--- src/rtl/imm_gen_stage_if.sv ---
// Handshake bundle between IF/ID and the immediate generator output.
// slave is the generator side, master is the upstream/downstream side.
interface imm_gen_stage_if #(
  parameter int TAG_W = 64
);
  logic             in_valid;
  logic             in_ready;
  logic [31:0]      in_instr;
  logic [2:0]       in_sel;
  logic [TAG_W-1:0] in_tag;
  logic             out_valid;
  logic             out_ready;
  logic [63:0]      out_imm;
  logic [TAG_W-1:0] out_tag;
  logic             out_err;

  modport slave (
    input  in_valid, in_instr, in_sel, in_tag, out_ready,
    output in_ready, out_valid, out_imm, out_tag, out_err
  );

  modport master (
    output in_valid, in_instr, in_sel, in_tag, out_ready,
    input  in_ready, out_valid, out_imm, out_tag, out_err
  );
endinterface

--- src/rtl/imm_gen_stage.sv ---
// Decode-stage immediate generator with a two-entry skid buffer.
// Immediates are extended at accept time and leave in FIFO order.
module imm_gen_stage #(
  parameter int TAG_W = 64
) (
  input  logic          clk,
  input  logic          reset,
  input  logic          flush,
  imm_gen_stage_if.slave bus
);

  logic [63:0]      new_imm;
  logic             new_err;

  logic             main_valid;
  logic [63:0]      main_imm;
  logic [TAG_W-1:0] main_tag;
  logic             main_err;

  logic             skid_valid;
  logic [63:0]      skid_imm;
  logic [TAG_W-1:0] skid_tag;
  logic             skid_err;

  logic             accept;
  logic             drain;

  always_comb begin
    new_imm = '0;
    new_err = 1'b0;
    unique case (1'b1)
      (bus.in_sel == 3'd0):
        new_imm = {52'd0, bus.in_instr[21:10]};
      (bus.in_sel == 3'd1):
        new_imm = {{55{bus.in_instr[20]}},
                   bus.in_instr[20:12]};
      (bus.in_sel == 3'd2):
        new_imm = {{36{bus.in_instr[25]}},
                   bus.in_instr[25:0], 2'b00};
      (bus.in_sel == 3'd3):
        new_imm = {{43{bus.in_instr[23]}},
                   bus.in_instr[23:5], 2'b00};
      // halfword index times 16 gives the MOVW shift
      (bus.in_sel == 3'd4):
        new_imm = {48'd0, bus.in_instr[20:5]}
                  << {bus.in_instr[22:21], 4'd0};
      default:
        new_err = 1'b1;
    endcase
  end

  assign accept = bus.in_valid & ~skid_valid;
  assign drain  = main_valid & bus.out_ready;

  always_ff @(posedge clk or negedge reset) begin
    if (!reset) begin
      main_valid <= 1'b0;
      main_imm   <= '0;
      main_tag   <= '0;
      main_err   <= 1'b0;
      skid_valid <= 1'b0;
      skid_imm   <= '0;
      skid_tag   <= '0;
      skid_err   <= 1'b0;
    end else if (flush) begin
      main_valid <= 1'b0;
      skid_valid <= 1'b0;
    end else if (!main_valid || drain) begin
      if (skid_valid) begin
        main_valid <= 1'b1;
        main_imm   <= skid_imm;
        main_tag   <= skid_tag;
        main_err   <= skid_err;
        skid_valid <= 1'b0;
      end else if (accept) begin
        main_valid <= 1'b1;
        main_imm   <= new_imm;
        main_tag   <= bus.in_tag;
        main_err   <= new_err;
      end else begin
        main_valid <= 1'b0;
      end
    end else if (accept) begin
      skid_valid <= 1'b1;
      skid_imm   <= new_imm;
      skid_tag   <= bus.in_tag;
      skid_err   <= new_err;
    end
  end

  assign bus.in_ready  = ~skid_valid;
  assign bus.out_valid = main_valid;
  assign bus.out_imm   = main_imm;
  assign bus.out_tag   = main_tag;
  assign bus.out_err   = main_err;

endmodule

--- src/flat_wrapper.sv ---
// flat-port wrapper written by rule: the top's interface ports become plain ports
module imm_gen_stage_flat 
#(
  parameter int TAG_W = 64
)
  (clk, reset, flush, bus_in_valid, bus_in_instr, bus_in_sel, bus_in_tag, bus_out_ready, bus_in_ready, bus_out_valid, bus_out_imm, bus_out_tag, bus_out_err);
  imm_gen_stage_if #(.TAG_W(TAG_W)) bus_i ();
  input  logic clk;
  input  logic reset;
  input  logic flush;
  input wire logic [$bits(bus_i.in_valid)-1:0] bus_in_valid;
  input wire logic [$bits(bus_i.in_instr)-1:0] bus_in_instr;
  input wire logic [$bits(bus_i.in_sel)-1:0] bus_in_sel;
  input wire logic [$bits(bus_i.in_tag)-1:0] bus_in_tag;
  input wire logic [$bits(bus_i.out_ready)-1:0] bus_out_ready;
  output wire logic [$bits(bus_i.in_ready)-1:0] bus_in_ready;
  output wire logic [$bits(bus_i.out_valid)-1:0] bus_out_valid;
  output wire logic [$bits(bus_i.out_imm)-1:0] bus_out_imm;
  output wire logic [$bits(bus_i.out_tag)-1:0] bus_out_tag;
  output wire logic [$bits(bus_i.out_err)-1:0] bus_out_err;
  assign bus_i.in_valid = bus_in_valid;
  assign bus_i.in_instr = bus_in_instr;
  assign bus_i.in_sel = bus_in_sel;
  assign bus_i.in_tag = bus_in_tag;
  assign bus_i.out_ready = bus_out_ready;
  assign bus_in_ready = bus_i.in_ready;
  assign bus_out_valid = bus_i.out_valid;
  assign bus_out_imm = bus_i.out_imm;
  assign bus_out_tag = bus_i.out_tag;
  assign bus_out_err = bus_i.out_err;
  imm_gen_stage #(.TAG_W(TAG_W)) u_core (.clk(clk), .reset(reset), .flush(flush), .bus(bus_i));
endmodule
--- config.mk ---
export PLATFORM = sky130hd
export DESIGN_NAME = imm_gen_stage_flat
export DESIGN_NICKNAME = d
export VERILOG_FILES = /design/src/rtl/imm_gen_stage_if.sv /design/src/rtl/imm_gen_stage.sv /design/src/flat_wrapper.sv
export SDC_FILE = /design/constraint.sdc
export NUM_CORES = 1
export LEC_CHECK = 0
export CORE_MARGIN = 5
export CORE_UTILIZATION = 47
export CTS_BUF_LIST = sky130_fd_sc_hd__clkbuf_4 sky130_fd_sc_hd__clkbuf_8
export CTS_CLUSTER_SIZE = 10
export DETAILED_ROUTE_END_ITERATION = 6
export HOLD_SLACK_MARGIN = 0.08
export MAX_ROUTING_LAYER = met4
export PLACE_DENSITY = 0.71
export SLEW_MARGIN = 20
export SYNTH_ARGS = -nofsm -noshare
export SYNTH_HDL_FRONTEND = slang
export SYNTH_SLANG_ARGS = --single-unit
--- constraint.sdc ---
create_clock -name clk -period 2.6 [get_ports clk]
set_input_delay 0.39 -clock clk [delete_from_list [all_inputs] [get_ports clk]]
set_output_delay 0.39 -clock clk [all_outputs]
set_load 0.01 [all_outputs]
==> results.sh <==
export IMPL_busiest_layer="met2"
export IMPL_p_int_uw=8110
export IMPL_grt_max_degree=88
export IMPL_grt_overflow_total=0
export IMPL_synth_largest_area_cell="dfrtp_1"
export IMPL_comb_power_share_pct=19.9
export IMPL_layout_commonest_cell="nand2_1"
export IMPL_worst_setup_path_type="register to primary output"
export IMPL_finalSetupViolCount=0
export IMPL_finalHoldViolCount=0
export IMPL_reg2reg_to="u_core.bus.out_imm[15]"
export IMPL_use_met3_pct=6.05
export IMPL_start_kind="register"
export IMPL_regToRegStartpoint="u_core.skid_valid"
export IMPL_ys_flop_type="dfrtp_1"
export IMPL_finalCritPeriodShare_pct=81.3
export IMPL_netlist_instances=1255
export IMPL_crit_family="buffers and inverters"
export IMPL_cp_data_required_time_ps=2210
export IMPL_synthArstFlopShare_pct=100
export IMPL_hold_start="bus_in_tag[13]"
export IMPL_irDropWorstVdd_mv=0.435
export IMPL_end_kind="primary output"
export IMPL_reg2reg_slack_ps=660
export IMPL_yosysWarningCount=0
export IMPL_die_height_um=169
export IMPL_first_pass_iters=6
export IMPL_slowest_stage="clkdlybuf4s50_1"
export IMPL_max_freq_mhz=473
export IMPL_cts_sinks=260
export IMPL_synth_cell_types=52
export IMPL_hpwlAfterDp_um=22200
export IMPL_ys_seq_elements=260
export IMPL_path_max_fanout=5
export IMPL_core_area_um2=25000
export IMPL_layout_common_cells="nand2_1, dfrtp_1, clkdlybuf4s50_1"
export IMPL_viasPerCell=5.53
export IMPL_seqCellArea_um2=6510
export IMPL_fp_dieW_um=169
export IMPL_cp_arrival_ps=1720
export IMPL_seqPwrFrac_pct=46.0
export IMPL_die_area_um2=28500
export IMPL_antenna_found_initial=2
export IMPL_htreeDepth=2
export IMPL_ys_seq_area_share_pct=54.9
export IMPL_cp_cell_sequence="inv_1 -> clkdlybuf4s50_1"
export IMPL_p_per_area_nw_per_um2=717
export IMPL_rows=58
export IMPL_layout_nets=1579
export IMPL_cts_setup_buffers=0
export IMPL_cts_made_buffers=44
export IMPL_grt_pass1_wl_um=55100
export IMPL_timing_slew_headroom_pct=51.5
export IMPL_holdPathEnd="u_core.skid_tag[13]"
export IMPL_grtUsageMet2_pct=35.7
export IMPL_total_leakage_power_uw=0.00677
export IMPL_outcome="finished clean"
export IMPL_worstPathBufferInverterCount=2
export IMPL_drive_gt1_share_pct=10.3
export IMPL_wl_per_cell_um=18.5
export IMPL_syn_area_um2=11800
export IMPL_hp_class="primary input to register"
export IMPL_swShare_pct=27.4
export IMPL_ant_nets=0
export IMPL_setup_slack_ps=486
export IMPL_grt_util_met1_pct=34.8
export IMPL_rsz0062_at_grt="false"
export IMPL_cts_tree="yes"
export IMPL_clk_path_buf_depth=3
export IMPL_fin_util_pct=62.3
export IMPL_cts_root_buf="clkbuf_8"
export IMPL_grt_use_total_pct=24.4
export IMPL_avgSynthCellArea_um2=9.44
export IMPL_drv_cap=0
export IMPL_route_detailed_drc=0
export IMPL_place_congestion=0.859
export IMPL_worst_pin_slew_ps=728
export IMPL_area_growth_pct=31.6
export IMPL_critPathMaxStageDelay_ps=560
export IMPL_critical_path_depth=2
export IMPL_start_util_pct=47.3
export IMPL_multiInputGateArea_um2=4880
export IMPL_num_io_pins=235
export IMPL_setup_tns_final_ps=0
export IMPL_synth_nets=1359
export IMPL_dp_slack_ps=354
export IMPL_net_switching_power_uw=3060
export IMPL_min_period_ps=2110
export IMPL_insertion_delay_ps=530
export IMPL_portBuffers=228
export IMPL_finClkSkew_ps=10.6
export IMPL_synth_top_area_share_pct=54.9
export IMPL_clk_pin_slew_ps=60
export IMPL_synth_edf_count=0
export IMPL_first_global_vias=9964
export IMPL_vias=10179
export IMPL_reg2reg_depth=5
export IMPL_whs_path_depth=3
export IMPL_slew_violations=0
export IMPL_clockPowerShare_pct=34.1
export IMPL_fillers=2116
export IMPL_drt_iter0_drc=812
export IMPL_routed_wl_um=34100
export IMPL_synthTopCellsByArea="dfrtp_1, nand2_1, mux2i_1"
[registers in the layout, summed over array words and instances, names as in the netlist]
signal / flops
u_core.bus.out_imm: 64
u_core.bus.out_valid: 1
u_core.skid_tag: 64
u_core.bus.out_tag: 64
u_core.skid_err: 1
u_core.bus.out_err: 1
u_core.skid_valid: 1
u_core.skid_imm: 64
[per-layer routing]
metal	up-vias	wire length, um
li1	4782	-
met1	4919	15200
met2	430	15400
met3	48	2880
met4	0	569
met5	-	0
[power by group through the flow]
| stage | clock [uW] | sequential, uW | combinational (uW) |
|---|---|---|---|
| 6_report | 3810 | 5140 | 2220 |
| 5_1_grt | 4080 | 5220 | 2460 |
| 4_1_cts | 3890 | 5140 | 2250 |
| 3_5_place_dp | 0 | 5200 | 2240 |
| 3_3_place_gp | 0 | 5170 | 2190 |
| 2_1_floorplan | 0 | 5270 | 887 |
[tightest hold or removal path: cells and delay by family]
family	cells	cell delay (ps)
buffers and inverters	1	420
and+or+nand+nor	2	100
[worst max-delay path by stage]
stage	endpoint	start
after floorplan	u_core.bus.out_imm[11]	u_core.bus.out_valid
after global placement	u_core.bus.out_imm[39]	bus_in_sel[2]
after detailed placement	u_core.bus.out_imm[9]	bus_in_sel[1]
after CTS	bus_in_ready	u_core.skid_valid
after global routing	bus_in_ready	u_core.skid_valid
final	bus_in_ready	u_core.skid_valid
[synthesized netlist by cell type, types with 4 or more instances]
cell type	n
nand2_1	370
dfrtp_1	260
o21ai_0	130
mux2i_1	84
a21oi_1	58
clkbuf_1	51
o211ai_1	48
buf_2	46
nand3_1	44
nor2_1	26
nand2b_1	13
o21ai_1	13
a32oi_1	11
a31oi_1	10
o22ai_1	10
mux2_2	9
o21a_1	5
o221a_2	5
a22o_1	4
nand3b_1	4
nand4b_1	4
o2111ai_1	4
or4bb_1	4
[final cells by class]
| cell class | instances | share of cell area (%) |
|---|---|---|
| clock buffers | 77 | 5.96 |
| well taps | 330 | 2.65 |
| multi-input cells | 888 | 31.3 |
| clock inverters | 2 | 0.0883 |
| diodes | 2 | 0.0321 |
| inverters | 3 | 0.0722 |
| flip-flops and latches | 260 | 41.8 |
| repair buffers | 278 | 18.1 |
[kinds of logic (layout without fill, tap and decap cells)]
kind of cell           count (synthesis)  count (layout)  share of synthesized area, %
AO/OA/AOI/OAI                        311             311                          15.7
XOR/XNOR                               1               1                        0.0739
multiplexers                          93              93                          7.95
buffers and inverters                107             360                          4.03
flip-flops                           260             260                          54.9
AND/OR/NAND/NOR                      483             483                          17.3
other                                  0               2                             0
[through the flow]
stage                     hold WS [ps]  cells  instance area (um^2)  power, uW
after floorplan                   94.4   1255                 11800       6150
after detailed placement           429   1758                 14600       7440
final                              414   1840                 15600      11200
after CTS                          376   1838                 15600      11300
after global placement             434   1758                 14600       7360
after global routing               397   1840                 15600      11800
[what timing repair did]
| action | in CTS | in global routing |
|---|---|---|
| resized for setup | 0 | 0 |
| hold endpoints to repair | 73 | 0 |
| hold buffers | 1 | 0 |
Note: power is estimated with default switching activity, not from simulation.
==> RTL change 1: new RTL, same flow settings <==
`TAG_W` is set to 64 in 3 places; all go to 32.
--- a/src/rtl/imm_gen_stage_if.sv
+++ b/src/rtl/imm_gen_stage_if.sv
@@ -1,7 +1,7 @@
 // Handshake bundle between IF/ID and the immediate generator output.
 // slave is the generator side, master is the upstream/downstream side.
 interface imm_gen_stage_if #(
-  parameter int TAG_W = 64
+  parameter int TAG_W = 32
 );
   logic             in_valid;
   logic             in_ready;
--- a/src/rtl/imm_gen_stage.sv
+++ b/src/rtl/imm_gen_stage.sv
@@ -1,7 +1,7 @@
 // Decode-stage immediate generator with a two-entry skid buffer.
 // Immediates are extended at accept time and leave in FIFO order.
 module imm_gen_stage #(
-  parameter int TAG_W = 64
+  parameter int TAG_W = 32
 ) (
   input  logic          clk,
   input  logic          reset,
--- a/src/flat_wrapper.sv
+++ b/src/flat_wrapper.sv
@@ -1,7 +1,7 @@
 // flat-port wrapper written by rule: the top's interface ports become plain ports
 module imm_gen_stage_flat 
 #(
-  parameter int TAG_W = 64
+  parameter int TAG_W = 32
 )
   (clk, reset, flush, bus_in_valid, bus_in_instr, bus_in_sel, bus_in_tag, bus_out_ready, bus_in_ready, bus_out_valid, bus_out_imm, bus_out_tag, bus_out_err);
   imm_gen_stage_if #(.TAG_W(TAG_W)) bus_i ();
Interface: changed (resized bus_in_tag and bus_out_tag); port bits go from 235 to 171. No check against the original RTL was run, so the function may have changed too.
==> RTL change 1 against the original RTL <==
- area after synthesis fell by 22%
- synthesized cell count fell by 22%
- sequential cell count fell by 64
- critical path type unchanged
- routed wire length fell by 23%
- final cell count fell by 24%
- final area fell by 25%
- clock power fell by 47%
- die area fell by 20%
- clock skew rose by 0.0053 ns
- setup slack improved by 0.072 ns
- total power fell by 32%
- combinational power fell by 23%
- largest cell class unchanged
- sequential share of layout area rose by 0.054 points
==> RTL change 1: results (changes against the original RTL) <==
[final_layout]
nets=1200  ; -24%
seq_cells=196  ; -25%
final_layout_size_suffix_gt1_frac=0.0973  ; -0.00617
n_all_buffers=214  ; -23%
buf_share=0.184  ; +0.00258

[grt]
grt_pass1_wl_mm=42.1  ; -24%
antenna_found_initial=0  ; -2
use_met3=0.0406  ; -0.0198

[sta]
whs_ns=0.456  ; +0.0425 ns
fin_skew_ns=0.0158  ; +0.00527 ns
fin_crit_sh=0.786  ; -0.0276

[placed_design]
hpwl_mm=17.7  ; -20%
placed_cells=1373  ; -22%
portBuffers=164  ; -28%
gp_congestion=0.865  ; +0.68%
dp_slack_ns=-0.00667  ; -0.361 ns

[logic_synthesis]
synthTopCellsByCount=nand2_1 (242), dfrtp_1 (196), a21oi_1 (58)
syn_nets=1055  ; -22%
synth_xor_area_frac=0.000944  ; +0.000205
synth_compound_area_frac=0.184  ; +0.0263
synth_top_family_by_area=compound AO/OA/AOI/OAI gates
synthMuxAreaShare=0.0670  ; -0.0125
synth_top_area_share=0.529  ; -0.0206
syn_inst=983  ; -22%

[route]
met2_length_mm=12.0  ; -22%
wl_met3_mm=1.98  ; -31%
vias=7988  ; -22%
post_drt_wl_per_cell_um=18.7  ; +1.1%
wl_met1_mm=11.8  ; -23%
viasPerCell=5.68  ; +2.7%
drt_iter0_drc=927  ; +14%

[clocking]
worstSkewPairLatency_ns=0.48  ; -0.05 ns
htreeDepth=4  ; +2
numCtsBuffers=17  ; -61%
clockBufferDepth=2  ; -1

[status]
status=complete, no violations

[setup_path]
r2r_slack_ns=0.80  ; +0.14 ns
path_max_fanout=6  ; +1

[min_path]
holdCritStartpoint=bus_in_tag[22]

RTL change 1: changes by cell type in the layout (fill, tap and decap cells not counted), sizes merged, moves of 2 or more:
cell	before	now
nand2	370	242
dfrtp	260	196
clkdlybuf4s50	226	162
bufinv	0	2
clkbuf	77	21
mux2i	84	52
o21ai	143	111
inv	4	8
diode	2	0
clkinvlp	0	3
RTL change 1: report_power, final:
part           switching, W  total [W]  internal, W
logic              0.000855    0.00172     0.000870
registers          0.000286    0.00384      0.00355
clock network       0.00111    0.00203     0.000920
total               0.00225    0.00760      0.00534
RTL change 1: cells by family (layout without fill, tap and decap cells):
| kind of cell | after synthesis | count (layout) |
|---|---|---|
| simple gates | 355 | 355 |
| compound gates | 279 | 279 |
| flops | 196 | 196 |
| buf+inv | 91 | 249 |
| mux | 61 | 61 |
| xor+xnor | 1 | 1 |
RTL change 1: worst max-delay path: stages (launching register included):
cell,delay [ns]
dfrtp_4,0.55
inv_1,0.10
clkdlybuf4s50_1,0.54
==> RTL change 2: new RTL, same settings <==
Made on the original files. Make the reset (`reset`) synchronous in one clocked block.
--- a/src/rtl/imm_gen_stage.sv
+++ b/src/rtl/imm_gen_stage.sv
@@ -52,7 +52,7 @@
   assign accept = bus.in_valid & ~skid_valid;
   assign drain  = main_valid & bus.out_ready;
 
-  always_ff @(posedge clk or negedge reset) begin
+  always_ff @(posedge clk) begin
     if (!reset) begin
       main_valid <= 1'b0;
       main_imm   <= '0;
Check against the original RTL: differs if reset is asserted again (counterexample within 4 cycles, from zero or initial values and one cycle with reset low); with reset held inactive, the same outputs for 4 cycles.
==> RTL change 2 against the original RTL <==
- via count is 1.0% lower
- hold slack worse by 0.20 ns
- largest cell class is now multi-input gates
- synthesized cell count hardly changed
- highest routed layer unchanged
- area after synthesis is 3.8% lower
- setup slack worse by 0.078 ns
- final area is 4.3% lower
- routed wire length is 3.2% lower
- sequential cell count stayed put
- final cell count is 1.9% lower
- sequential share of layout area is 6.9 points lower
- count of clock-buffer cells in the layout is 3 lower
Power is not compared: it rests on default switching activity, and its combinational part moved more than twofold at a synthesized area within 25%.
==> RTL change 2: results (changes against the original RTL) <==
[status]
status=complete, no violations

[setup_path]
reg2reg_depth=6  ; +1
r2r_slack_ns=0.84  ; +0.18 ns
startpoint=u_core.skid_valid
critPathArrivalTime_ns=1.80  ; +0.08 ns
path_max_fanout=8  ; +3
reg2reg_to=u_core.bus.out_imm[62]

[final_layout]
multiInputGateArea_sq_um=5510  ; +13%
nets=1549  ; -1.9%
seq_area_sq_um=5210  ; -20%
n_all_buffers=272  ; -2.2%
buf_share=0.184  ; +0.00328
nClkBuffers=74  ; -3.9%
final_layout_size_suffix_gt1_frac=0.109  ; +0.00534
clk_share=0.0648  ; +0.00437
area_growth_pct=30.9
inverters_excl_clock=21  ; +18
num-multi-input-gates=845  ; -4.8%
fillers=2094  ; -1.0%

[logic_synthesis]
synth_area_leaders=dfxtp_1 (46%), nand2_1 (8.9%), mux2i_1 (7.5%), o211a_1 (5.7%), a21boi_0 (4.3%)
syn_avg_cell_area_sq_um=9.08  ; -3.8%
synthTopCellsByCount=nand2_1 (269), dfxtp_1 (260), o21ai_0 (99)
syn_nets=1360  ; +0.074%
ys_types=53  ; +1.9%
yosysSeqAreaShare=0.457  ; -0.0927
synth-async-reset-ratio=0  ; -1.00

[route]
met2_length_mm=14.6  ; -4.7%
viasPerCell=5.58  ; +0.91%
wl_met1_mm=15.2  ; -0.20%
drt_iter0_drc=939  ; +16%
wl_met3_mm=2.36  ; -18%
post_drt_wl_per_cell_um=18.3  ; -1.3%
drt_pass1_iterations=5  ; -1
top_layer=met4

[sta]
fin_skew_ns=0.0277  ; +0.0171 ns
whs_ns=0.211  ; -0.203 ns
relSlewSlack=0.519  ; +0.00355

[grt]
use_met3=0.0578  ; -0.00264
antenna_found_initial=1  ; -1
met2_usage=0.346  ; -0.0110
track_usage=0.234  ; -0.00950
grt_pass1_vias=9452  ; -5.1%
grt_pass1_wl_mm=52.5  ; -4.7%
grt_max_degree=174  ; +98%
grt_use_met1=0.323  ; -0.0253

[clocking]
numCtsBuffers=45  ; +2.3%
cts_hold_buf=0  ; -1
worstSkewPairLatency_ns=0.56  ; +0.03 ns

[placed_design]
hpwl_mm=20.6  ; -7.1%
gp_congestion=0.844  ; -1.8%
post_dp_cell_area_sq_um=14000  ; -4.6%

[min_path]
holdCritStartpoint=reset
holdPathEnd=u_core.skid_valid

[power_and_ir_drop]
p_leak_nw=5.72

RTL change 2: cell types whose count changed after synthesis, moves of 54 or more:
cell	unedited run	this run
a21boi_0	0	66
nand2_1	370	269
dfrtp_1	260	0
o2bb2ai_1	0	54
o211a_1	0	65
dfxtp_1	0	260
RTL change 2: stage by stage:
stage / setup WS, ns / instances / utilization
floorplan: 0.984 / 1256 / -
global placement: 0.260 / 1722 / 0.579
detailed placement: 0.218 / 1722 / 0.579
CTS: 0.400 / 1804 / 0.619
global route: 0.341 / 1805 / 0.619
finish: 0.408 / 1805 / 0.619
RTL change 2: kinds of logic (layout without fill, tap and decap cells):
kind of cell | Yosys count | after routing | share of synthesized area
AOI/OAI and AO/OA | 438 | 438 | 0.275
buffers and inverters | 151 | 375 | 0.0620
DFF | 260 | 260 | 0.457
muxes | 101 | 101 | 0.0973
other | 0 | 1 | 0
and+or+nand+nor | 306 | 306 | 0.109
